`src/rtl/scoreboard_fu_table_pkg.sv`:
```
// Shared types and default widths for the scoreboard FU-status table.
// The per-FU lifecycle enum is used by both the table and its exec timers.
package scoreboard_fu_table_pkg;

   localparam int DEF_NUM_FUS  = 4;
   localparam int DEF_NUM_REGS = 32;
   localparam int DEF_REG_BITS = 5;
   localparam int DEF_FU_BITS  = 2;
   localparam int DEF_OP_BITS  = 3;
   localparam int DEF_LAT_BITS = 4;

   typedef enum logic [1:0] {
      ST_IDLE     = 2'd0,
      ST_WAIT_OPS = 2'd1,
      ST_EXEC     = 2'd2,
      ST_DONE     = 2'd3
   } fu_state_e;

endpackage

```
`src/rtl/scoreboard_fu_table_if.sv`:
```
// Issue / grant / status bundle between the issue stage, arbiters and the FU table.
// The master side is the pipeline control; the slave side is the table itself.
interface scoreboard_fu_table_if
   import scoreboard_fu_table_pkg::*;
#(
   parameter int NUM_FUS  = DEF_NUM_FUS,
   parameter int NUM_REGS = DEF_NUM_REGS,
   parameter int REG_BITS = DEF_REG_BITS,
   parameter int FU_BITS  = DEF_FU_BITS,
   parameter int OP_BITS  = DEF_OP_BITS,
   parameter int LAT_BITS = DEF_LAT_BITS
);

   logic                         issue_valid;
   logic                         issue_ready;
   logic [FU_BITS-1:0]           issue_fu;
   logic [OP_BITS-1:0]           issue_op;
   logic [REG_BITS-1:0]          issue_fi;
   logic [REG_BITS-1:0]          issue_fj;
   logic [REG_BITS-1:0]          issue_fk;
   logic [LAT_BITS-1:0]          issue_lat;
   logic [NUM_FUS-1:0]           read_grant;
   logic [NUM_FUS-1:0]           write_grant;
   logic [NUM_FUS-1:0]           busy;
   logic [NUM_FUS-1:0]           rj;
   logic [NUM_FUS-1:0]           rk;
   logic [NUM_FUS-1:0]           read_req;
   logic [NUM_FUS-1:0]           exec_done;
   logic [NUM_FUS-1:0]           write_ok;
   logic [NUM_FUS*OP_BITS-1:0]   fu_op;
   logic [NUM_FUS*REG_BITS-1:0]  fu_dest;
   logic [NUM_REGS*NUM_FUS-1:0]  reg_result_fu;
   logic                         protocol_err;

   modport master (
      output issue_valid, issue_fu, issue_op, issue_fi, issue_fj, issue_fk, issue_lat,
      output read_grant, write_grant,
      input  issue_ready, busy, rj, rk, read_req, exec_done, write_ok,
      input  fu_op, fu_dest, reg_result_fu, protocol_err
   );

   modport slave (
      input  issue_valid, issue_fu, issue_op, issue_fi, issue_fj, issue_fk, issue_lat,
      input  read_grant, write_grant,
      output issue_ready, busy, rj, rk, read_req, exec_done, write_ok,
      output fu_op, fu_dest, reg_result_fu, protocol_err
   );

endinterface

```
`src/rtl/scoreboard_fu_table_exec_timer.sv`:
```
// Per-FU lifecycle FSM with an execution-latency down-counter.
// Latency is captured at issue and started when the operands are read.
module scoreboard_fu_table_exec_timer
   import scoreboard_fu_table_pkg::*;
#(
   parameter int LAT_BITS = DEF_LAT_BITS
) (
   input  logic                clk,
   input  logic                clr,
   input  logic                issue_en,
   input  logic [LAT_BITS-1:0] issue_lat,
   input  logic                read_en,
   input  logic                write_en,
   output fu_state_e           state,
   output logic                exec_done
);

   fu_state_e           state_next;
   logic [LAT_BITS-1:0] lat_q;
   logic [LAT_BITS-1:0] lat_next;
   logic [LAT_BITS-1:0] cnt;
   logic [LAT_BITS-1:0] cnt_next;

   always_ff @(posedge clk) begin
      if (clr) begin
         state <= ST_IDLE;
         lat_q <= '0;
         cnt   <= '0;
      end else begin
         state <= state_next;
         lat_q <= lat_next;
         cnt   <= cnt_next;
      end
   end

   // Counter is loaded with lat-1 so DONE appears lat+1 cycles after the read;
   // a zero latency skips EXEC entirely.
   always_comb begin
      state_next = state;
      lat_next   = lat_q;
      cnt_next   = cnt;
      case (state)
         ST_IDLE: begin
            if (issue_en) begin
               state_next = ST_WAIT_OPS;
               lat_next   = issue_lat;
            end
         end
         ST_WAIT_OPS: begin
            if (read_en) begin
               if (lat_q == '0) begin
                  state_next = ST_DONE;
               end else begin
                  state_next = ST_EXEC;
                  cnt_next   = lat_q - LAT_BITS'(1);
               end
            end
         end
         ST_EXEC: begin
            if (cnt == '0) state_next = ST_DONE;
            else           cnt_next   = cnt - LAT_BITS'(1);
         end
         ST_DONE: begin
            if (write_en) state_next = ST_IDLE;
         end
         default: state_next = ST_IDLE;
      endcase
   end

   assign exec_done = (state == ST_DONE);

endmodule

```
`src/rtl/scoreboard_fu_table.sv`:
```
// Scoreboard FU-status table: per-FU operand tracking, register result status,
// WAW-gated issue, WAR-gated writeback, writeback-to-issue bypass and a sticky error flag.
module scoreboard_fu_table
   import scoreboard_fu_table_pkg::*;
#(
   parameter int NUM_FUS  = DEF_NUM_FUS,
   parameter int NUM_REGS = DEF_NUM_REGS,
   parameter int REG_BITS = DEF_REG_BITS,
   parameter int FU_BITS  = DEF_FU_BITS,
   parameter int OP_BITS  = DEF_OP_BITS,
   parameter int LAT_BITS = DEF_LAT_BITS,
   parameter bit R0_ZERO  = 1'b1
) (
   input logic                  clk,
   input logic                  rst,
   input logic                  flush,
   scoreboard_fu_table_if.slave sb
);

   logic                               clr;
   fu_state_e                          state [NUM_FUS];
   logic [NUM_FUS-1:0]                 busy, exec_done, read_req, write_ok, war;
   logic [NUM_FUS-1:0]                 rd_fire, wr_fire, rj, rk;
   logic [NUM_FUS-1:0][OP_BITS-1:0]    op;
   logic [NUM_FUS-1:0][REG_BITS-1:0]   fi, fj, fk;
   logic [NUM_FUS-1:0][NUM_FUS-1:0]    qj, qk;
   logic [NUM_REGS-1:0][NUM_FUS-1:0]   result_fu;
   logic [NUM_FUS-1:0]                 issue_sel, byp_j, byp_k, qj_new, qk_new;
   logic                               fu_free, issue_ready, issue_fire, err_event;

   assign clr = rst | flush;

   for (genvar g = 0; g < NUM_FUS; g++) begin : g_fu
      scoreboard_fu_table_exec_timer #(.LAT_BITS(LAT_BITS)) u_timer (
         .clk       (clk),
         .clr       (clr),
         .issue_en  (issue_fire && issue_sel[g]),
         .issue_lat (sb.issue_lat),
         .read_en   (rd_fire[g]),
         .write_en  (wr_fire[g]),
         .state     (state[g]),
         .exec_done (exec_done[g])
      );
      assign busy[g]     = (state[g] != ST_IDLE);
      assign read_req[g] = (state[g] == ST_WAIT_OPS) && rj[g] && rk[g];
      assign rd_fire[g]  = sb.read_grant[g] && read_req[g];
      assign write_ok[g] = exec_done[g] && !war[g];
      assign wr_fire[g]  = sb.write_grant[g] && write_ok[g];
   end

   // A result may not be written while another FU still has to read the old value.
   always_comb begin
      war = '0;
      for (int f = 0; f < NUM_FUS; f++) begin
         for (int g = 0; g < NUM_FUS; g++) begin
            if (g != f && ((fj[g] == fi[f] && rj[g]) || (fk[g] == fi[f] && rk[g])))
               war[f] = 1'b1;
         end
      end
   end

   // Issue acceptance plus source status, with same-cycle writebacks bypassed in.
   always_comb begin
      fu_free   = 1'b0;
      issue_sel = '0;
      byp_j     = '0;
      byp_k     = '0;
      for (int f = 0; f < NUM_FUS; f++) begin
         if (sb.issue_fu == FU_BITS'(f)) begin
            issue_sel[f] = 1'b1;
            fu_free      = !busy[f];
         end
         if (wr_fire[f] && fi[f] == sb.issue_fj) byp_j[f] = 1'b1;
         if (wr_fire[f] && fi[f] == sb.issue_fk) byp_k[f] = 1'b1;
      end
      qj_new = result_fu[sb.issue_fj] & ~byp_j;
      qk_new = result_fu[sb.issue_fk] & ~byp_k;
      if (R0_ZERO && sb.issue_fj == '0) qj_new = '0;
      if (R0_ZERO && sb.issue_fk == '0) qk_new = '0;
      issue_ready = fu_free && (result_fu[sb.issue_fi] == '0);
      issue_fire  = sb.issue_valid && issue_ready;
      err_event   = (sb.issue_valid && !issue_ready)
                  || |(sb.read_grant & ~read_req)
                  || |(sb.write_grant & ~write_ok);
   end

   always_ff @(posedge clk) begin
      if (clr) begin
         op <= '0;
         fi <= '0;
         fj <= '0;
         fk <= '0;
         qj <= '0;
         qk <= '0;
         rj <= '0;
         rk <= '0;
      end else begin
         for (int f = 0; f < NUM_FUS; f++) begin
            if (issue_fire && issue_sel[f]) begin
               op[f] <= sb.issue_op;
               fi[f] <= sb.issue_fi;
               fj[f] <= sb.issue_fj;
               fk[f] <= sb.issue_fk;
               qj[f] <= qj_new;
               qk[f] <= qk_new;
               rj[f] <= (qj_new == '0);
               rk[f] <= (qk_new == '0);
            end else begin
               if (rd_fire[f]) begin
                  rj[f] <= 1'b0;
                  rk[f] <= 1'b0;
               end
               if (|(qj[f] & wr_fire)) begin
                  qj[f] <= qj[f] & ~wr_fire;
                  rj[f] <= 1'b1;
               end
               if (|(qk[f] & wr_fire)) begin
                  qk[f] <= qk[f] & ~wr_fire;
                  rk[f] <= 1'b1;
               end
            end
         end
      end
   end

   // Issue is ordered after the writeback clears so a new producer always wins.
   always_ff @(posedge clk) begin
      if (clr) begin
         result_fu <= '0;
      end else begin
         for (int f = 0; f < NUM_FUS; f++) begin
            if (wr_fire[f]) result_fu[fi[f]] <= '0;
         end
         if (issue_fire && !(R0_ZERO && sb.issue_fi == '0))
            result_fu[sb.issue_fi] <= issue_sel;
      end
   end

   always_ff @(posedge clk) begin
      if (clr)            sb.protocol_err <= 1'b0;
      else if (err_event) sb.protocol_err <= 1'b1;
   end

   assign sb.issue_ready   = issue_ready;
   assign sb.busy          = busy;
   assign sb.rj            = rj;
   assign sb.rk            = rk;
   assign sb.read_req      = read_req;
   assign sb.exec_done     = exec_done;
   assign sb.write_ok      = write_ok;
   assign sb.fu_op         = op;
   assign sb.fu_dest       = fi;
   assign sb.reg_result_fu = result_fu;

endmodule

```
`src/flat_wrapper.sv`:
```
// flat-port wrapper written by rule: the top's interface ports become plain ports
module scoreboard_fu_table_flat import scoreboard_fu_table_pkg::*;
#(
   parameter int NUM_FUS  = DEF_NUM_FUS,
   parameter int NUM_REGS = DEF_NUM_REGS,
   parameter int REG_BITS = DEF_REG_BITS,
   parameter int FU_BITS  = DEF_FU_BITS,
   parameter int OP_BITS  = DEF_OP_BITS,
   parameter int LAT_BITS = DEF_LAT_BITS,
   parameter bit R0_ZERO  = 1'b1
)
  (clk, rst, flush, sb_issue_valid, sb_issue_fu, sb_issue_op, sb_issue_fi, sb_issue_fj, sb_issue_fk, sb_issue_lat, sb_read_grant, sb_write_grant, sb_issue_ready, sb_busy, sb_rj, sb_rk, sb_read_req, sb_exec_done, sb_write_ok, sb_fu_op, sb_fu_dest, sb_reg_result_fu, sb_protocol_err);
  scoreboard_fu_table_if #(.NUM_FUS(NUM_FUS), .NUM_REGS(NUM_REGS), .REG_BITS(REG_BITS), .FU_BITS(FU_BITS), .OP_BITS(OP_BITS), .LAT_BITS(LAT_BITS)) sb_i ();
  input logic clk;
  input logic rst;
  input logic flush;
  input wire logic [$bits(sb_i.issue_valid)-1:0] sb_issue_valid;
  input wire logic [$bits(sb_i.issue_fu)-1:0] sb_issue_fu;
  input wire logic [$bits(sb_i.issue_op)-1:0] sb_issue_op;
  input wire logic [$bits(sb_i.issue_fi)-1:0] sb_issue_fi;
  input wire logic [$bits(sb_i.issue_fj)-1:0] sb_issue_fj;
  input wire logic [$bits(sb_i.issue_fk)-1:0] sb_issue_fk;
  input wire logic [$bits(sb_i.issue_lat)-1:0] sb_issue_lat;
  input wire logic [$bits(sb_i.read_grant)-1:0] sb_read_grant;
  input wire logic [$bits(sb_i.write_grant)-1:0] sb_write_grant;
  output wire logic [$bits(sb_i.issue_ready)-1:0] sb_issue_ready;
  output wire logic [$bits(sb_i.busy)-1:0] sb_busy;
  output wire logic [$bits(sb_i.rj)-1:0] sb_rj;
  output wire logic [$bits(sb_i.rk)-1:0] sb_rk;
  output wire logic [$bits(sb_i.read_req)-1:0] sb_read_req;
  output wire logic [$bits(sb_i.exec_done)-1:0] sb_exec_done;
  output wire logic [$bits(sb_i.write_ok)-1:0] sb_write_ok;
  output wire logic [$bits(sb_i.fu_op)-1:0] sb_fu_op;
  output wire logic [$bits(sb_i.fu_dest)-1:0] sb_fu_dest;
  output wire logic [$bits(sb_i.reg_result_fu)-1:0] sb_reg_result_fu;
  output wire logic [$bits(sb_i.protocol_err)-1:0] sb_protocol_err;
  assign sb_i.issue_valid = sb_issue_valid;
  assign sb_i.issue_fu = sb_issue_fu;
  assign sb_i.issue_op = sb_issue_op;
  assign sb_i.issue_fi = sb_issue_fi;
  assign sb_i.issue_fj = sb_issue_fj;
  assign sb_i.issue_fk = sb_issue_fk;
  assign sb_i.issue_lat = sb_issue_lat;
  assign sb_i.read_grant = sb_read_grant;
  assign sb_i.write_grant = sb_write_grant;
  assign sb_issue_ready = sb_i.issue_ready;
  assign sb_busy = sb_i.busy;
  assign sb_rj = sb_i.rj;
  assign sb_rk = sb_i.rk;
  assign sb_read_req = sb_i.read_req;
  assign sb_exec_done = sb_i.exec_done;
  assign sb_write_ok = sb_i.write_ok;
  assign sb_fu_op = sb_i.fu_op;
  assign sb_fu_dest = sb_i.fu_dest;
  assign sb_reg_result_fu = sb_i.reg_result_fu;
  assign sb_protocol_err = sb_i.protocol_err;
  scoreboard_fu_table #(.NUM_FUS(NUM_FUS), .NUM_REGS(NUM_REGS), .REG_BITS(REG_BITS), .FU_BITS(FU_BITS), .OP_BITS(OP_BITS), .LAT_BITS(LAT_BITS), .R0_ZERO(R0_ZERO)) u_core (.clk(clk), .rst(rst), .flush(flush), .sb(sb_i));
endmodule
```
`config.mk`:
```
export PLATFORM = sky130hd
export DESIGN_NAME = scoreboard_fu_table_flat
export DESIGN_NICKNAME = d
export VERILOG_FILES = /design/src/rtl/scoreboard_fu_table_pkg.sv /design/src/rtl/scoreboard_fu_table_if.sv /design/src/rtl/scoreboard_fu_table_exec_timer.sv /design/src/rtl/scoreboard_fu_table.sv /design/src/flat_wrapper.sv
export SDC_FILE = /design/constraint.sdc
export NUM_CORES = 1
export LEC_CHECK = 0
export ABC_AREA = 0
export CELL_PAD_IN_SITES_DETAIL_PLACEMENT = 1
export CELL_PAD_IN_SITES_GLOBAL_PLACEMENT = 2
export CORE_UTILIZATION = 31
export DETAILED_ROUTE_END_ITERATION = 8
export PLACE_DENSITY = 0.75
export RECOVER_POWER = 50
export SLEW_MARGIN = 5
export SYNTH_ARGS = -nofsm -noshare
export SYNTH_HDL_FRONTEND = slang
export SYNTH_SLANG_ARGS = --single-unit
```
`constraint.sdc`:
```
create_clock -name clk -period 3.3 [get_ports clk]
set_clock_uncertainty 0.05 [all_clocks]
set_input_delay 0.825 -clock clk [delete_from_list [all_inputs] [get_ports clk]]
set_output_delay 0.825 -clock clk [all_outputs]
set_load 0.05 [all_outputs]
```
; ---- Word-level counts from Yosys, hierarchy flattened
; Cells that the tools add are included.
; W data, S select, Z words.
[op_classes]
add_sub_neg = 8
n_lt_le_gt_ge = 12
eq_ne = 71
muxes = 132
bitwise = 34
reduce_logical = 154
[ops]
columns = operator, n
row1 = $mux W128, 9
row2 = $and A128 B128 Y128, 4
row3 = $not A128 Y128, 4
row4 = $eq A5 B5 Y1, 32
row5 = $mux W4, 38
row6 = $bwmux W128, 1
row7 = $demux W4 S5, 5
row8 = $and A4 B4 Y4, 20
row9 = $logic_and A1 B1 Y1, 65
row10 = $bmux W4 S5, 3
row11 = $mux W1, 52
row12 = $ne A2 B2 Y1 const B, 24
row13 = $logic_not A4 Y1, 11
row14 = $lt A5 B6 Y1 const B, 7
row15 = $reduce_or A4 Y1, 10
row16 = $mux W2, 16
row17 = $pmux W2 S4, 4
row18 = $pmux W4 S2, 4
row19 = $reduce_and A4 Y1, 8
row20 = $reduce_bool A2 Y1, 16
row21 = $sub A4 B1 Y4 const B, 8
row22 = $ge A5 B1 Y1 const B, 5
row23 = $reduce_bool A3 Y1, 8
row24 = $eq A2 B2 Y1 const B, 10
row25 = other kinds (8), 47
[word_totals]
register_bits = 281
inputBits = 36
output_inout_bits = 186
word_cells = 488

; ---- Logic depth before layout (Yosys ltp)
; Gate-level depths: netlist (run 1).
[logic_depth]
depth_word = 22
ltp_mapped = 13
mapped_depth_nobuf = 11

; ---- Hierarchy
; A second synthesis (run 1) with hierarchy kept.
[unflattened]
hier_cells = 1963
area_unflattened_um2 = 17197.7
[modules_own_cells]
columns = module, instances, cells_each, area_per_inst_um2, seq_area_each_um2
row1 = scoreboard_fu_table, 1, 1675, 14650.3, 4824.6
row2 = scoreboard_fu_table_exec_timer, 4, 72, 636.9, 200.2

; ---- Worst setup path after synthesis (run 1)
; No wires, ideal clock.
[synth_path]
kind = flip-flop to output port
start = register u_core.fi (netlist bit u_core.sb.fu_dest[17])
end = output sb_write_ok[3]
t_arrival_ns = 2.971
required_ns = 2.425
setup_slack_ns = -0.546
stages_incl_launch_ff = 9
path_buffers = 3
cell_sequence = dfxtp_1 > buf_2 > buf_4 > xor2_1 > nor4_1 > nand3_1 > nand4_1 > buf_2 > nor3_1
[synth_via]
elab_chain_len = 8
word_cells_on_any_way = 20
cone_classes = eq/ne (6) / mux (3) / reduce/logical (11)
[synth_rtl]
columns = item, line
row1 = from (decl), scoreboard_fu_table.sv:25  ; logic [NUM_FUS-1:0][REG_BITS-1:0] fi, fj, fk;
row2 = "from (signal, indexed assignment)", scoreboard_fu_table.sv:101  ; fi[f] <= sb.issue_fi;
row3 = $eq A5 B5 Y1, scoreboard_fu_table.sv:56  ; if (g != f && ((fj[g] == fi[f] && rj[g]) || (fk[g] == fi[f] && rk[g])))
row4 = $logic_and A1 B1 Y1, scoreboard_fu_table.sv:56
row5 = $logic_or A1 B1 Y1, scoreboard_fu_table.sv:56
row6 = $mux W1 (2 in series), scoreboard_fu_table.sv:56
row7 = $mux W1 *, scoreboard_fu_table.sv:56
row8 = $logic_not A1 Y1 *, scoreboard_fu_table.sv:47  ; assign write_ok[g] = exec_done[g] && !war[g];
row9 = $logic_and A1 B1 Y1 *, scoreboard_fu_table.sv:47
row10 = to (decl), flat_wrapper.sv:32  ; output wire logic [$bits(sb_i.write_ok)-1:0] sb_write_ok;
; Every way passes the cells marked *; elsewhere a longest branch is shown, timed or not.

; ---- Worst setup path in the final report (run 1)
[layout_path]
start = register u_core.result_fu (netlist bit u_core.sb.reg_result_fu[32])
end = output sb_issue_ready
[layout_via]
elab_chain_len = 4
[layout_rtl]
columns = item, line
row1 = from (decl), scoreboard_fu_table.sv:27  ; logic [NUM_REGS-1:0][NUM_FUS-1:0] result_fu;
row2 = "from (signal, indexed assignment)", scoreboard_fu_table.sv:135  ; result_fu[sb.issue_fi] <= issue_sel;
row3 = $bmux W4 S5, scoreboard_fu_table.sv:80  ; issue_ready = fu_free && (result_fu[sb.issue_fi] == '0);
row4 = $mux W4 (not written as such), scoreboard_fu_table.sv:80
row5 = $logic_not A4 Y1, scoreboard_fu_table.sv:80
row6 = $logic_and A1 B1 Y1, scoreboard_fu_table.sv:80
row7 = to (decl), flat_wrapper.sv:26  ; output wire logic [$bits(sb_i.issue_ready)-1:0] sb_issue_ready;
; Every way passes these cells. The select of a mux whose other input is x is not followed.

==> reports/summary.txt, run 1 <==
Buffers on Ports: 221
Placer Congestion: 0.972
normalized max-slew margin: 31.6%
Max Clk Rate: 284 MHz
layout cells sized above 1: 20.9%
total number of vias: 18400
dpl hpwl: 64300 µm
Worst R2R Start: u_core.sb.fu_dest[7]
First DRT Iteration DRCs: 1332
Post-DRT Antenna Nets: 0
#FFs+latches synth: 281
cells along the critical path: nor4_4 -> a211oi_1 -> or3_4 -> a31o_4 -> nand3b_4 -> nor2_4 -> buf_12
yosys synthesis warning count: 0
area grow syn2layout: 36.9%
clock sink count: 281
number of global-route vias before repair: 19200
Remaining DRCs: 0
CP Buf/Inv Count: 1
CTS Root Cell: clkbuf_16
Slew @ Worst Pin: 1.01 ns
area occupied by multi-input gates: 10600 µm²
EDFF count, synth: 0
Max VDD drop: 0.314 mV
Final Instance Area: 23600 µm²
CTS tree: yes
final hold vios: 0
status: complete, but fails checks
Hold Path Class: flip-flop to flip-flop
Die Span Y: 238 µm
clock-pin slew on the worst setup and hold paths: 0.06 ns
Syn Std Cell Area: 17200 µm²
Hold Worst Slack: 0.408 ns
average wire per standard cell: 26.7 µm
cell count after synthesis: 2032
Avg Vias per Cell: 5.79
global-route wire length before repair: 126000 µm
CP max stage cell: or3_4
# setup viols final: 15
# hold bufs at CTS: 0
HP Start: u_core.sb.fu_op[4]
Die Area: 56500 µm²
H-Tree Depth: 2
fin crit share: 107%
top_reg_cell synth: dfxtp_1
Initial Util: 31.3%
crit-path max cell delay: 0.41 ns
ys async rst share: 0%
post-synth cell types: 80
Worst EP required: 2.42 ns
Max Slew Vio Count: 0
layout net count: 2456
GRT Util Overall: 29.7%
Diodes inserted: 0
worst-path fanout max: 5
sequential cell area: 5670 µm²
Top Ports: 222
Core Util, Final: 42.9%
Worst Path Arrival: 2.65 ns
grt total ovfl: 0
launch point of the worst path: u_core.sb.reg_result_fu[32]
Worst-Skew Late Latency: 0.57 ns
Worst Setup Start Kind: flip-flop
Leak: 9.53 nW
Clock Path Buffers: 3
crit-path leading delay family: simple AND/OR/NAND/NOR gates
CP Capture Type: output pin
Cell Rows: 86
Final WS setup: -0.223 ns
Synth Net Count: 2089
core area: 55000 µm²
RSZ-0062 raised after global routing: true
pwr dens: 376 nW/µm²
initial antenna violation count: 1
pin count of the biggest net entering global routing: 96
minimum clock period: 3.52 ns
drt total wl: 84700 µm
router iterations before antenna repair: 7
max_cap viols: 0
dpl cell area: 21900 µm²
kind of critical path: flip-flop to output pin
Die Wd: 238 µm
post-synthesis sequential area ratio: 32.7%
Num CTS Buffers: 37
fillcell total: 6391
mean post-synth cell area: 8.48 µm²
failing checks: setup timing
-- power breakdown --
| group | switching [W] | internal (W) | total, W |
|---|---|---|---|
| Sequential | 0.0000386 | 0.00341 | 0.00345 |
| Clock | 0.00167 | 0.00265 | 0.00432 |
| Combinational | 0.000662 | 0.000444 | 0.00111 |
-- final cells by class --
class                   instances  share of cell area [%]
repair buffers                498                    19.7
clock inverters                15                   0.780
inverters                     121                    1.93
well taps                     748                    3.97
multi-input cells            1460                    44.9
clock buffers                  52                    4.69
flip-flops and latches        281                    24.0
-- registers in the layout, summed over array words and instances (netlist names) --
signal and flops:
u_core.qk 16, u_core.sb.fu_op 12, u_core.g_fu.u_timer.cnt 16, u_core.sb.fu_dest 20, u_core.fk 20, u_core.fj 20, u_core.sb.rk 4, u_core.qj 16
u_core.g_fu.u_timer.state 8, u_core.g_fu.u_timer.lat_q 16, u_core.sb.reg_result_fu 128, u_core.sb.protocol_err 1, u_core.sb.rj 4
-- cell usage in the layout (no fill, tap or decap), types with 16 or more instances in the layout --
master           Yosys  layout
dfxtp_1            281     253
buf_4               17     233
nand2_1            200     200
dlygate4sd3_1        0     136
nor2_1             129     125
nand3_1            119     119
inv_1              120     115
xor2_1             106     106
mux2i_1             98      98
o22ai_1             92      91
a21oi_1             82      81
clkdlybuf4s50_1      0      66
mux4_2              60      60
xnor2_1             54      54
nor4_1              63      54
o21ai_0             51      51
nand4_1             44      44
clkbuf_16            0      39
nor3_1              37      34
a22oi_1             32      30
buf_12               0      27
dfxtp_2              0      25
nor2b_1             20      19
ha_1                21      19
nand2b_1            17      17
a221oi_1            17      17
a31oi_1             16      16
-- through the flow --
step | setup TNS [ns] | total power [W] | std cells | setup WS, ns
2_1_floorplan | -0.0959 | 0.00407 | 2032 | -0.0959
3_3_place_gp | -149.48 | 0.00456 | 3093 | -0.785
3_5_place_dp | -148.24 | 0.00458 | 3093 | -0.793
4_1_cts | -0.246 | 0.00892 | 3172 | -0.246
5_1_grt | -5.24 | 0.00912 | 3175 | -0.238
6_report | -0.859 | 0.00888 | 3175 | -0.223
-- metal layers --
layer | global-route usage (%) | share of wire (%)
met1 | 37.1 | 42
met3 | 4.32 | 5.7
met2 | 50.0 | 47
met5 | 0 | 0.012
met4 | 14.1 | 5.2
-- cells in the mapped netlist (5+ instances only) --
| cell | n | area share (%) |
|---|---|---|
| buf_1 | 10 | 0.22 |
| dfxtp_1 | 281 | 33 |
| nor3_1 | 37 | 1.1 |
| nor4_1 | 63 | 2.3 |
| o21ai_0 | 51 | 1.5 |
| xor2_1 | 106 | 5.4 |
| and2_1 | 12 | 0.44 |
| a222oi_1 | 8 | 0.46 |
| o2111ai_1 | 6 | 0.31 |
| a211oi_1 | 8 | 0.35 |
| nand2b_1 | 17 | 0.62 |
| or3_1 | 13 | 0.47 |
| xnor2_1 | 54 | 2.7 |
| mux4_2 | 60 | 7.8 |
| nand4_1 | 44 | 1.6 |
| nor2b_1 | 20 | 0.73 |
| a21oi_1 | 82 | 2.4 |
| a32oi_1 | 8 | 0.41 |
| a221oi_1 | 17 | 0.86 |
| o2bb2ai_1 | 15 | 0.76 |
| a21o_1 | 7 | 0.31 |
| o41ai_1 | 12 | 0.61 |
| o22ai_1 | 92 | 3.3 |
| and3_1 | 11 | 0.40 |
| o221ai_1 | 6 | 0.31 |
| nand3_1 | 119 | 3.5 |
| buf_2 | 54 | 1.6 |
| inv_1 | 120 | 2.6 |
| mux2i_1 | 98 | 5.7 |
| nor4b_1 | 5 | 0.25 |
| a22oi_1 | 32 | 1.4 |
| nand2_1 | 200 | 4.4 |
| nor2_1 | 129 | 2.8 |
| a31oi_1 | 16 | 0.58 |
| ha_1 | 21 | 1.5 |
| o211ai_1 | 6 | 0.26 |
| clkbuf_1 | 85 | 1.9 |
| or4_1 | 5 | 0.22 |
| nor3b_1 | 12 | 0.52 |
| buf_4 | 17 | 0.74 |
| or2_2 | 6 | 0.22 |
-- final timing paths --
| kind | cells past startpoint | to | slack (ns) |
|---|---|---|---|
| worst max-delay path | 7 | sb_issue_ready | -0.22 |
| worst min-delay path | 2 | u_core.sb.fu_op[4] | 0.41 |
| worst max register to register | 13 | u_core.sb.reg_result_fu[64] | -0.08 |
| worst min register to register | 2 | u_core.sb.fu_op[4] | 0.41 |
-- logic make-up (layout without fill, tap and decap cells) --
| group | after synthesis | after routing | synth area share [%] |
|---|---|---|---|
| flops | 281 | 281 | 32.7 |
| mux | 160 | 160 | 13.7 |
| compound gates | 396 | 396 | 15.6 |
| buf+inv | 291 | 686 | 7.28 |
| simple gates | 723 | 723 | 21.1 |
| xor+xnor | 160 | 160 | 8.14 |
| fa+ha+maj | 21 | 21 | 1.53 |
-- worst min-delay path, delay by kind of cell, from the launching register on --
| kind | cells | cell delay, ns |
|---|---|---|
| flip-flops | 1 | 0.30 |
| AND/OR/NAND/NOR | 1 | 0.05 |
| AO/OA/AOI/OAI | 1 | 0.05 |
-- repair_timing --
item | in CTS | in global routing
cloned | 1 | 0
pin swaps | 10 | 14
buffers inserted | 11 | 4
endpoints found under the hold margin | 0 | 0
gates resized for setup | 77 | 42
endpoints found under the setup margin | 196 | 36
Note: power is estimated with default switching activity, not from simulation.
==> run 2: changes to the inputs <==
Settings changed: CAP_MARGIN from default to 40, CORE_UTILIZATION 31 to 28, PLACE_DENSITY 0.75 to 0.68, SLEW_MARGIN 5 to 20.
==> reports/summary.txt, run 2 (synthesis gave the netlist of run 1 again) <==
pwr dens: 373 nW/µm²
CTS tree: yes
launch point of the worst path: sb_issue_fi[1]
Slew @ Worst Pin: 1.13 ns
fin crit share: 107%
Die Area: 62500 µm²
drt total wl: 87900 µm
Top Ports: 222
normalized max-slew margin: 25.0%
clock-pin slew on the worst setup and hold paths: 0.06 ns
Max VDD drop: 0.301 mV
max_cap viols: 0
area grow syn2layout: 38.8%
Cell Rows: 90
Die Wd: 250 µm
kind of critical path: primary input to output pin
Worst-Skew Late Latency: 0.58 ns
HP Start: u_core.sb.fu_op[1]
Leak: 9.70 nW
H-Tree Depth: 2
Worst Path Arrival: 2.66 ns
initial antenna violation count: 3
dpl cell area: 22100 µm²
Worst EP required: 2.42 ns
Worst Setup Start Kind: primary input
worst-path fanout max: 6
Diodes inserted: 0
Placer Congestion: 0.949
layout cells sized above 1: 22.6%
total number of vias: 18300
RSZ-0062 raised after global routing: true
Remaining DRCs: 0
pin count of the biggest net entering global routing: 87
placed insts: 3157
router iterations before antenna repair: 6
Clock Path Buffers: 3
Initial Util: 28.4%
# setup viols final: 5
Non-Filler Instances: 3243
clock sink count: 281
dpl hpwl: 66900 µm
Max Slew Vio Count: 0
layout net count: 2490
Setup TNS: -0.323 ns
grt total ovfl: 0
core area: 60600 µm²
final hold vios: 0
Final Instance Area: 23900 µm²
Hold Path Class: flip-flop to flip-flop
Die Span Y: 250 µm
status: complete, but fails checks
Max Clk Rate: 283 MHz
global-route wire length before repair: 130000 µm
number of global-route vias before repair: 19400
Hold Worst Slack: 0.406 ns
Worst R2R Start: u_core.sb.fu_dest[13]
minimum clock period: 3.53 ns
CTS Root Cell: clkbuf_16
Post-DRT Antenna Nets: 0
First DRT Iteration DRCs: 1318
pre-CTS setup slack: -0.679 ns
leading cell type in the layout, fill and taps excluded: buf_4
Buffers on Ports: 221
most frequent cells in the layout: buf_4 (278), dfxtp_1 (250), nand2_1 (200), dlygate4sd3_1 (155), nor2_1 (124)
failing checks: setup timing
CP Capture Type: output pin
max reg flops: 128
average wire per standard cell: 27.1 µm
Avg Vias per Cell: 5.66
Final WS setup: -0.233 ns
Num CTS Buffers: 36
GRT Util Overall: 27.7%
-- run 2: changes by cell type in the layout (fill, tap and decap cells not counted), moves of 7 or more --
cell             delta
inv_1               -7
dfxtp_2             -9
buf_4              +45
clkdlybuf4s50_1    -17
dlygate4sd3_1      +19
dfxtp_4            +12
-- run 2: area by class of cell --
type / instances / area (µm²)
repair buffers: 533 / 4840
clock inverters: 16 / 270
well taps: 782 / 978
fillers: 7010 / 36700
multi-input cells: 1460 / 10700
clock buffers: 50 / 1010
inverters: 121 / 459
flip-flops and latches: 281 / 5700
-- run 2: final timing paths --
path	slack, ns	to	depth (start not counted)
worst min register to register	0.41	u_core.sb.fu_op[1]	2
worst max register to register	-0.03	u_core.sb.reg_result_fu[109]	12
worst min-delay path	0.41	u_core.sb.fu_op[1]	2
worst max-delay path	-0.23	sb_issue_ready	12
-- run 2: critical path, stage by stage --
cell and delay (ns):
buf_6 0.10, buf_6 0.12, nor2b_1 0.15, buf_4 0.18
buf_12 0.14, a31o_2 0.27, nor4_2 0.32, o22ai_1 0.11
buf_4 0.16, nand3b_4 0.09, nor2_4 0.05, buf_12 0.14
-- run 2: timing repair --
item | CTS | global route
setup buffers | 13 | 7
cloned | 1 | 0
gates resized for setup | 87 | 49
hold buffers | 0 | 0
pin swaps | 13 | 20
endpoints found under the hold margin | 0 | 0
setup endpoints to repair | 73 | 14
-- run 2: layer usage --
metal	global-route usage [%]	wire length, µm	vias to the layer above	share of wire [%]
li1	-	-	8203	-
met1	34.7	36500	9259	42
met2	47.0	42100	674	48
met3	3.85	4750	202	5.4
met4	12.8	4410	8	5.0
met5	0	55	-	0.063
-- run 2: power by group --
part | internal, W | switching (W) | total (W)
Sequential | 0.00341 | 0.0000393 | 0.00344
Combinational | 0.000457 | 0.000678 | 0.00114
Clock | 0.00264 | 0.00170 | 0.00434
-- run 2: per-stage QoR --
| step | power (W) | utilization (%) |
|---|---|---|
| 3_5_place_dp | 0.00462 | 36.5 |
| 6_report | 0.00892 | 39.5 |
| 4_1_cts | 0.00897 | 39.2 |
| 5_1_grt | 0.00919 | 39.5 |
| 3_3_place_gp | 0.00460 | 36.5 |
| 2_1_floorplan | 0.00407 | - |
==> run 3: changes to the inputs <==
Settings changed: PLACE_DENSITY 0.68 to 0.71.
Clock period 3.3 ns to 4.1 ns, I/O delays scaled along.
==> reports/summary.txt, run 3 (synthesis gave the netlist of run 1 again) <==
clock sink count: 281
switching power: 0.00186 W
pin count of the biggest net entering global routing: 96
Avg Vias per Cell: 5.72
HP Start: u_core.sb.fu_op[3]
drt total wl: 85300 µm
router iterations before antenna repair: 5
CTS tree: yes
Diodes inserted: 0
status: finished, final reports clean
H-Tree Depth: 2
Post-DRT Antenna Nets: 0
crit-path leading delay family: buffers and inverters
CP Buf/Inv Count: 4
Initial Util: 28.4%
minimum clock period: 4.08 ns
max reg flops: 128
Worst path most repeated cell: buf_4
Hold Path Sink: u_core.sb.fu_op[3]
Slew @ Worst Pin: 1.49 ns
R2R setup slack: 0.25 ns
Leak: 9.01 nW
most frequent cells in the layout: dfxtp_1 (281), nand2_1 (200), buf_4 (168), dlygate4sd3_1 (161), nor2_1 (128)
worst hold stages: 2
Hold Path Class: flip-flop to flip-flop
Die Area: 62500 µm²
number of global-route vias before repair: 18300
reg2reg path depth: 11
Pint: 0.00521 W
Die Span Y: 250 µm
final hold vios: 0
Remaining DRCs: 0
pwr dens: 314 nW/µm²
reg2reg end: u_core.sb.fu_dest[10]
dpl cell area: 21400 µm²
CP max stage cell: clkdlybuf4s50_1
worst-path fanout max: 9
Num CTS Buffers: 36
layout net count: 2374
RSZ-0062 raised after global routing: false
cells along the critical path: clkdlybuf4s50_1 -> buf_4 -> nand2b_2 -> a31o_2 -> nor4_1 -> o22ai_1 -> buf_4 -> nand3b_4 -> nor2_4 -> buf_12
area grow syn2layout: 30.9%
Die Wd: 250 µm
CP Capture Type: output pin
total number of vias: 17900
Buffers on Ports: 221
switch share: 26.3%
Final Instance Area: 22600 µm²
initial antenna violation count: 1
Worst Path Arrival: 3.01 ns
global-route wire length before repair: 125000 µm
Max Clk Rate: 245 MHz
fillcell total: 7092
grt total ovfl: 0
max_cap viols: 0
clock-pin slew on the worst setup and hold paths: 0.06 ns
clock share of power: 49.1%
CTS Root Cell: clkbuf_16
Tot Pwr: 0.00707 W
Clock Path Buffers: 3
layout cells sized above 1: 15.3%
dpl hpwl: 64800 µm
Worst Setup Start Kind: primary input
normalized max-slew margin: 0.630%
Comb pwr share: 11.5%
Flop pwr share: 39.4%
core area: 60600 µm²
Cell Rows: 90
GRT Util Overall: 26.7%
Worst R2R Start: u_core.g_fu[0].u_timer.state[0]
crit-path max cell delay: 0.48 ns
Max Slew Vio Count: 0
leading cell type in the layout, fill and taps excluded: dfxtp_1
average wire per standard cell: 27.3 µm
Worst-Skew Late Latency: 0.56 ns
# setup viols final: 0
kind of critical path: primary input to output pin
Max VDD drop: 0.212 mV
Placer Congestion: 0.947
fin crit share: 99.6%
Top Ports: 222
Worst EP required: 3.02 ns
First DRT Iteration DRCs: 1336
run 3: worst register-to-register path, stage by stage (launching register included):
cell      delay [ns]
dfxtp_1         0.33
inv_1           0.17
ha_1            0.26
inv_1           0.16
mux4_2          0.64
a31o_4          0.29
nand3b_4        0.17
clkbuf_2        0.18
or3_1           0.36
clkbuf_2        0.60
mux2i_1         0.43
nor2_1          0.07
run 3: per-stage QoR:
stage          util (%)  std cells  setup slack, ns  TNS [ns]  hold WS (ns)
6_report           37.2       3123           0.0168         0         0.399
5_1_grt            37.2       3123           0.0395         0         0.431
4_1_cts            37.4       3123          0.00310         0         0.406
3_5_place_dp       35.3       3061           -0.395    -13.54         0.397
3_3_place_gp       35.2       3057           -0.393     -9.57         0.388
2_1_floorplan         -       2032           0.0544         0         0.386
run 3: metal layers:
metal  vias to the layer above  track usage, %  routed length [µm]
met5                         -               0                   0
met4                         0            11.5                3760
met3                       181            3.36                4680
met2                       697            45.1               40400
met1                      9040            34.0               36400
li1                       7957               -                   -
run 3: power by group through the flow:
stage / combinational (W) / sequential, W / clock, W
floorplan: 0.000424 / 0.00285 / 0
global placement: 0.000801 / 0.00285 / 0
detailed placement: 0.000816 / 0.00285 / 0
CTS: 0.000824 / 0.00279 / 0.00352
global route: 0.000857 / 0.00279 / 0.00363
finish: 0.000816 / 0.00279 / 0.00347
run 3: worst max path at each step:
stage	end	slack, ns	start	cells after the start
2_1_floorplan	sb_write_ok[3]	0.05	u_core.sb.fu_dest[17]	8
3_3_place_gp	sb_issue_ready	-0.39	sb_issue_fi[1]	11
3_5_place_dp	sb_issue_ready	-0.40	sb_issue_fi[1]	11
4_1_cts	sb_issue_ready	0.003	sb_issue_fu[0]	6
5_1_grt	u_core.g_fu[1].u_timer.lat_q[2]	0.04	sb_issue_fi[3]	13
6_report	sb_issue_ready	0.02	sb_issue_fi[3]	10
run 3: repair_timing:
item / 4_1_cts / 5_1_grt
pin swaps: 3 / 3
endpoints found under the hold margin: 0 / 0
hold buffers: 0 / 0
buffers inserted: 0 / 0
setup endpoints to repair: 1 / 1
resized for setup: 15 / 4
run 3: layout make-up:
type	count	area [µm²]	share of cell area (%)
repair buffers	417	3810	16.9
flip-flops and latches	281	5630	24.9
clock inverters	7	139	0.616
inverters	121	454	2.01
multi-input cells	1460	10400	46.1
well taps	782	978	4.34
clock buffers	55	1140	5.07
==> patch 1, RTL diff (config.mk and constraints of run 1) <==
`DEF_OP_BITS`: 3 -> 4.
--- a/src/rtl/scoreboard_fu_table_pkg.sv
+++ b/src/rtl/scoreboard_fu_table_pkg.sv
@@ -6,7 +6,7 @@
    localparam int DEF_NUM_REGS = 32;
    localparam int DEF_REG_BITS = 5;
    localparam int DEF_FU_BITS  = 2;
-   localparam int DEF_OP_BITS  = 3;
+   localparam int DEF_OP_BITS  = 4;
    localparam int DEF_LAT_BITS = 4;
 
    typedef enum logic [1:0] {
Interface: changed (resized sb_fu_op and sb_issue_op); port bits go from 222 to 227. No check against the original RTL was run, so the function may have changed too.
==> patch 1 against run 1 <==
- the flow still finishes with violations (negative setup slack)
- synthesized area up 1.3%
- utilization up 2.3 points
- sequential power up 1%
- combinational power up 11%
- sequential cell count up 4
- total power down 1.3%
- wire length up 5.5%
- design area up 5.9%
- setup slack better by 0.067 ns
==> patch 1: results (changes against run 1) <==
| Metric | Value |
|---|---|
| Hold path startpoint | u_core.sb.fu_op[6] |
| Proportion of synthesized area in mux cells | 13.86% (+0.19 points) |
| Placed Area | 22,840 um^2 (+4.5%) |
| Max stage delay on crit path | 0.46 ns (+0.05 ns) |
| RR Endpoint | u_core.sb.reg_result_fu[21] |
| M1 GR Usage | 40.94% (+3.9 points) |
| Post-synthesis compound-gate area fraction | 16.78% (+1.2 points) |
| FILL cells | 6,371 (-0.31%) |
| Initial antenna violation count | 0 (-1) |
| WL met1 | 38,690 um (+9.4%) |
| Hold worst-path end | u_core.sb.fu_op[6] |
| Fin Hold WS | 0.3964 ns (-0.01126 ns) |
| Reg2Reg Setup Slack | -0.01 ns (+0.07 ns) |
| Worst IR Drop VDD | 294.2 uV (-6.4%) |
| Pre-CTS WS | -0.9053 ns (-0.1120 ns) |
| Met2 wire length | 41,910 um (+4.4%) |
| Crit path max-delay family | buffers and inverters |
| Grt met3 use | 4.840% (+0.52 points) |
| Synth top cells by count | dfxtp_1 (285), nand2_1 (202), nor2_1 (162) |
| Final Util | 45.14% (+2.3 points) |
| # setup viols final | 3 (-12) |
| Setup TNS | -0.2167 ns (+0.6427 ns) |
| Drt first-iter violations | 1,939 (+46%) |
| Nets | 2,531 (+3.1%) |
| First-pass GRT wire length | 129,100 um (+2.6%) |
| Slowest CP cell | clkdlybuf4s50_1 |
| Vias | 18,926 (+3.0%) |
| Number of port buffers | 226 (+2.3%) |
| Synth top area cells | dfxtp_1 (33%), mux4_2 (7.9%), mux2i_1 (5.3%) |
| Routed wl met3 | 6224 um (+30%) |
| Failing checks | negative setup slack |
| Library cells used by synthesis | 82 (+2.5%) |
| Post-Synth XOR/XNOR Area | 8.035% (-0.10 points) |
| Leakage Power | 9.604 nW (+0.83%) |
| Hpwl dp | 67,770 um (+5.3%) |
| Status | finished with violations |
| GRT Overall Usage | 30.39% (+0.74 points) |
| GR Layer Usage met2 | 49.52% (-0.44 points) |
| Drt first pass iters | 6 (-1) |
| Average via count per standard cell | 5.822 (+0.61%) |
| Cells after DPL | 3,133 (+1.3%) |
| Setup ws final | -0.1564 ns (+0.06696 ns) |
| Largest net degree at the start of global routing | 69 (-28%) |
| Post-DR wirelength/cell | 27.49 um (+3.1%) |
| Cell count of the worst reg-to-reg path | 10 (-3) |
| DR top layer | met4 |
## patch 1: cell types whose count changed in the layout (fill, tap and decap cells not counted), sizes merged, moves of 33 or more
cell	change
a32o	+46
buf	+104
clkdlybuf4s50	+124
dlygate4sd3	-118
nand3	-54
o21ai	-33
o22ai	-50
## patch 1: how the worst max path moves through the flow
stage                                             from                      endpoint  slack (ns)  depth (start not counted)
final                                   sb_issue_fi[4]                sb_issue_ready       -0.16                          8
after global routing      u_core.sb.reg_result_fu[116]                sb_issue_ready       -0.19                          8
after CTS                               sb_issue_fi[2]                sb_issue_ready       -0.22                          8
after detailed placement                sb_issue_fi[1]  u_core.sb.reg_result_fu[123]       -0.91                         12
after global placement                  sb_issue_fi[1]  u_core.sb.reg_result_fu[123]       -0.86                         13
after floorplan                   u_core.sb.fu_dest[4]                sb_write_ok[0]        0.01                          9
## patch 1: timing repair
action	CTS	global route
pin swaps	26	26
setup buffers	25	28
gates resized for setup	94	66
cloned	0	1
hold buffers	0	0
endpoints found under the setup margin	202	38
## patch 1: cells by family after synthesis
kind of cell	count (synthesis)
and+or+nand+nor	720
AOI/OAI and AO/OA	395
DFF	285
buffers and inverters	247
muxes	164
xor gates and xnor gates	160
adders and majority gates	21
## patch 1: layout make-up
| cell class | count | share of cell area (%) |
|---|---|---|
| Multi-Input combinational cell | 1460 | 44.59 |
| Sequential cell | 285 | 23.17 |
| Tap cell | 748 | 3.749 |
| Inverter | 90 | 1.373 |
| Clock buffer | 50 | 4.185 |
| Antenna cell | 1 | 0.01002 |
| Clock inverter | 18 | 0.5863 |
| Timing Repair Buffer | 599 | 22.33 |
## patch 1: where the power goes
part	switching [W]	total (W)	internal [W]	leakage, nW
sequential	0.0000379	0.00349	0.00346	2.32
clock	0.00172	0.00404	0.00232	0.593
combinational	0.000721	0.00123	0.000508	6.69
==> patch 2, RTL diff (flow settings as in run 1) <==
Made on the original files. `R0_ZERO` is set to 1'b1 in 2 places; all go to 1'b0.
--- a/src/rtl/scoreboard_fu_table.sv
+++ b/src/rtl/scoreboard_fu_table.sv
@@ -9,7 +9,7 @@
    parameter int FU_BITS  = DEF_FU_BITS,
    parameter int OP_BITS  = DEF_OP_BITS,
    parameter int LAT_BITS = DEF_LAT_BITS,
-   parameter bit R0_ZERO  = 1'b1
+   parameter bit R0_ZERO  = 1'b0
 ) (
    input logic                  clk,
    input logic                  rst,
--- a/src/flat_wrapper.sv
+++ b/src/flat_wrapper.sv
@@ -7,7 +7,7 @@
    parameter int FU_BITS  = DEF_FU_BITS,
    parameter int OP_BITS  = DEF_OP_BITS,
    parameter int LAT_BITS = DEF_LAT_BITS,
-   parameter bit R0_ZERO  = 1'b1
+   parameter bit R0_ZERO  = 1'b0
 )
   (clk, rst, flush, sb_issue_valid, sb_issue_fu, sb_issue_op, sb_issue_fi, sb_issue_fj, sb_issue_fk, sb_issue_lat, sb_read_grant, sb_write_grant, sb_issue_ready, sb_busy, sb_rj, sb_rk, sb_read_req, sb_exec_done, sb_write_ok, sb_fu_op, sb_fu_dest, sb_reg_result_fu, sb_protocol_err);
   scoreboard_fu_table_if #(.NUM_FUS(NUM_FUS), .NUM_REGS(NUM_REGS), .REG_BITS(REG_BITS), .FU_BITS(FU_BITS), .OP_BITS(OP_BITS), .LAT_BITS(LAT_BITS)) sb_i ();
Check against the original RTL: not equivalent (Yosys sat finds a counterexample within 4 cycles, from zero or initial values).
==> patch 2 against run 1 <==
- the run still ends with negative setup slack left
- total power fell by 2.8%
- sequential cell count did not move
- setup slack improved by 0.11 ns
- design area fell by 0.36%
- maximum frequency rose by 3.1%
- wire length rose by 0.47%
- count of clock-buffer cells in the layout fell by 1
- die area fell by 0.86%
- synthesized area fell by 0.87%
- critical path type unchanged
- largest power group unchanged
- highest routed layer is now met4
==> patch 2: results (changes against run 1) <==
| Metric | Value |
|---|---|
| Status | finished with violations |
| Failing checks | negative setup slack |
| Synth top area cells | dfxtp_1 (33%), nand2_1 (6.4%), mux4_2 (5.5%) |
| Initial antenna violation count | 1 (unchanged) |
| WL met1 | 37,180 um (+5.1%) |
| Hpwl dp | 64,630 um (+0.46%) |
| Average via count per standard cell | 5.861 (+1.3%) |
| Cell count of the worst reg-to-reg path | 11 (-2) |
| Vias in the first global route | 19,147 (-0.32%) |
| Nets | 2,521 (+2.6%) |
| Worst-skew pair later-pin latency | 0.57 ns (about the same) |
| Htree depth | 2 (unchanged) |
| Reg2Reg Setup Slack | 0.18 ns (+0.26 ns) |
| Cells after DPL | 3,111 (+0.58%) |
| Largest net degree at the start of global routing | 110 (+15%) |
| DR top layer | met4 |
| Drt first-iter violations | 1,575 (+18%) |
| Slowest CP cell | a2111oi_2 |
| Met2 wire length | 39,740 um (-0.98%) |
| Setup ws final | -0.1174 ns (+0.1060 ns) |
| Final non-filler cell total | 3,188 (+0.41%) |
| WP data arrival | 2.54 ns (-0.11 ns) |
| Fin Hold WS | 0.4048 ns (-0.002879 ns) |
| Post-synthesis sequential area ratio | 32.95% (+0.29 points) |
| Hold Crit Class | reg2reg |
| Syn_nets | 2,168 (+3.8%) |
| Drt first pass iters | 5 (-2) |
| Share of layout cells above drive strength 1 | 19.64% (-1.3 points) |
| GRT Overall Usage | 30.06% (+0.40 points) |
| # setup viols final | 1 (-14) |
| Leakage Power | 8.942 nW (-6.1%) |
| Routed wl met3 | 5349 um (+12%) |
| EDFF count, synth | 0 (unchanged) |
| Root Buffer | clkbuf_16 |
| Warnings from Yosys | 0 (unchanged) |
| Hold worst-path end | u_core.sb.fu_op[0] |
| Mapped Avg Cell Area | 8.084 um^2 (-4.6%) |
| Relative slew slack | 38.66% (+7.0 points) |
| Max-cap viol count | 0 (unchanged) |
| Crit path max-delay family | compound AO/OA/AOI/OAI gates |
| Max FFs per register | 128 (unchanged) |
| Post-DR wirelength/cell | 26.69 um (about the same) |
| Asr flop ratio synth | 0% (unchanged) |
| Hold path startpoint | u_core.sb.fu_op[0] |
| FILL cells | 6,272 (-1.9%) |
| RR Startpoint | u_core.sb.reg_result_fu[81] |
| GP Congestion | 0.9084 (-6.5%) |
| Hold path cells | 2 (unchanged) |
| Synth top cells by count | nand2_1 (290), dfxtp_1 (281), a21oi_1 (169) |
| First-pass GRT wire length | 127,000 um (+0.87%) |
| Max stage delay on crit path | 0.48 ns (+0.07 ns) |
| Library cells used by synthesis | 73 (-8.8%) |
| Crit-path max FO | 4 (-1) |
| Number of port buffers | 221 (unchanged) |
| RR Endpoint | u_core.qk[12] |
| Worst IR Drop VDD | 337.0 uV (+7.2%) |
-- patch 2: changes by cell type in the layout (fill, tap and decap cells not counted), sizes merged, moves of 14 or more --
cell | run 1 | this run
nand2 | 200 | 293
a21oi | 82 | 169
nor2 | 132 | 71
clkdlybuf4s50 | 66 | 113
dlygate4sd3 | 136 | 89
mux2i | 98 | 58
nand3 | 121 | 96
nand4 | 45 | 23
or2 | 8 | 29
mux4 | 60 | 42
o22ai | 92 | 106
xnor2 | 54 | 68
xor2 | 106 | 92
-- patch 2: how the worst max path moves through the flow --
stage,to,slack (ns),depth (start not counted),from
final,sb_issue_ready,-0.12,8,u_core.sb.reg_result_fu[3]
after global routing,sb_issue_ready,-0.14,8,u_core.sb.reg_result_fu[26]
after CTS,sb_issue_ready,-0.10,7,u_core.sb.reg_result_fu[82]
after detailed placement,sb_issue_ready,-0.88,8,sb_issue_fi[1]
after global placement,sb_issue_ready,-0.79,7,sb_issue_fi[0]
after floorplan,sb_issue_ready,0.02,7,sb_issue_fi[1]
-- patch 2: final cells by class --
type	instances	area share [%]
inverter	124	1.986
clock inverter	13	0.4686
sequential	281	24.25
antenna	2	0.02130
multi-input combinational	1532	44.61
timing repair buffer	489	20.32
clock buffer	51	4.644
tap	696	3.706
-- patch 2: cell families after synthesis --
family,synth area share (%)
buffers and inverters,7.329
XOR/XNOR,8.208
flip-flops,32.95
AO/OA/AOI/OAI,18.75
AND/OR/NAND/NOR,21.89
multiplexers,9.403
adder cells (fa/ha/maj),1.466
-- patch 2: what timing repair did --
item | CTS | global route
gates resized for setup | 89 | 21
setup buffers | 8 | 2
endpoints found under the setup margin | 161 | 7
gates cloned | 1 | 0
pin swaps | 15 | 10
-- patch 2: report_power, final --
group          total [W]  internal [W]  switching (W)
sequential       0.00344       0.00341      0.0000377
combinational    0.00116      0.000469       0.000687
clock            0.00403       0.00239        0.00163
total            0.00863       0.00627        0.00236
-- patch 2: per-stage QoR --
stage | instance area (um^2) | util, % | setup slack [ns] | setup TNS [ns]
after floorplan | 17090 | - | 0.02473 | 0
after global placement | 21840 | 40.34 | -0.7880 | -126.10
after detailed placement | 21840 | 40.34 | -0.8785 | -157.30
after CTS | 23390 | 43.21 | -0.1024 | -0.1024
after global routing | 23490 | 43.39 | -0.1387 | -0.1433
final | 23500 | 43.40 | -0.1174 | -0.1174
-- patch 2: worst register-to-register path: cells and delay by family, from the launching register on --
family,cells,cell delay [ns]
AND/OR/NAND/NOR,4,1.39
flip-flops,1,0.35
AO/OA/AOI/OAI,3,0.54
buffers and inverters,4,0.73
-- patch 2: per-layer routing --
metal	vias up	track usage [%]
met5	-	0
met2	682	48.62
li1	8342	-
met4	0	10.67
met3	151	4.500
met1	9511	40.54
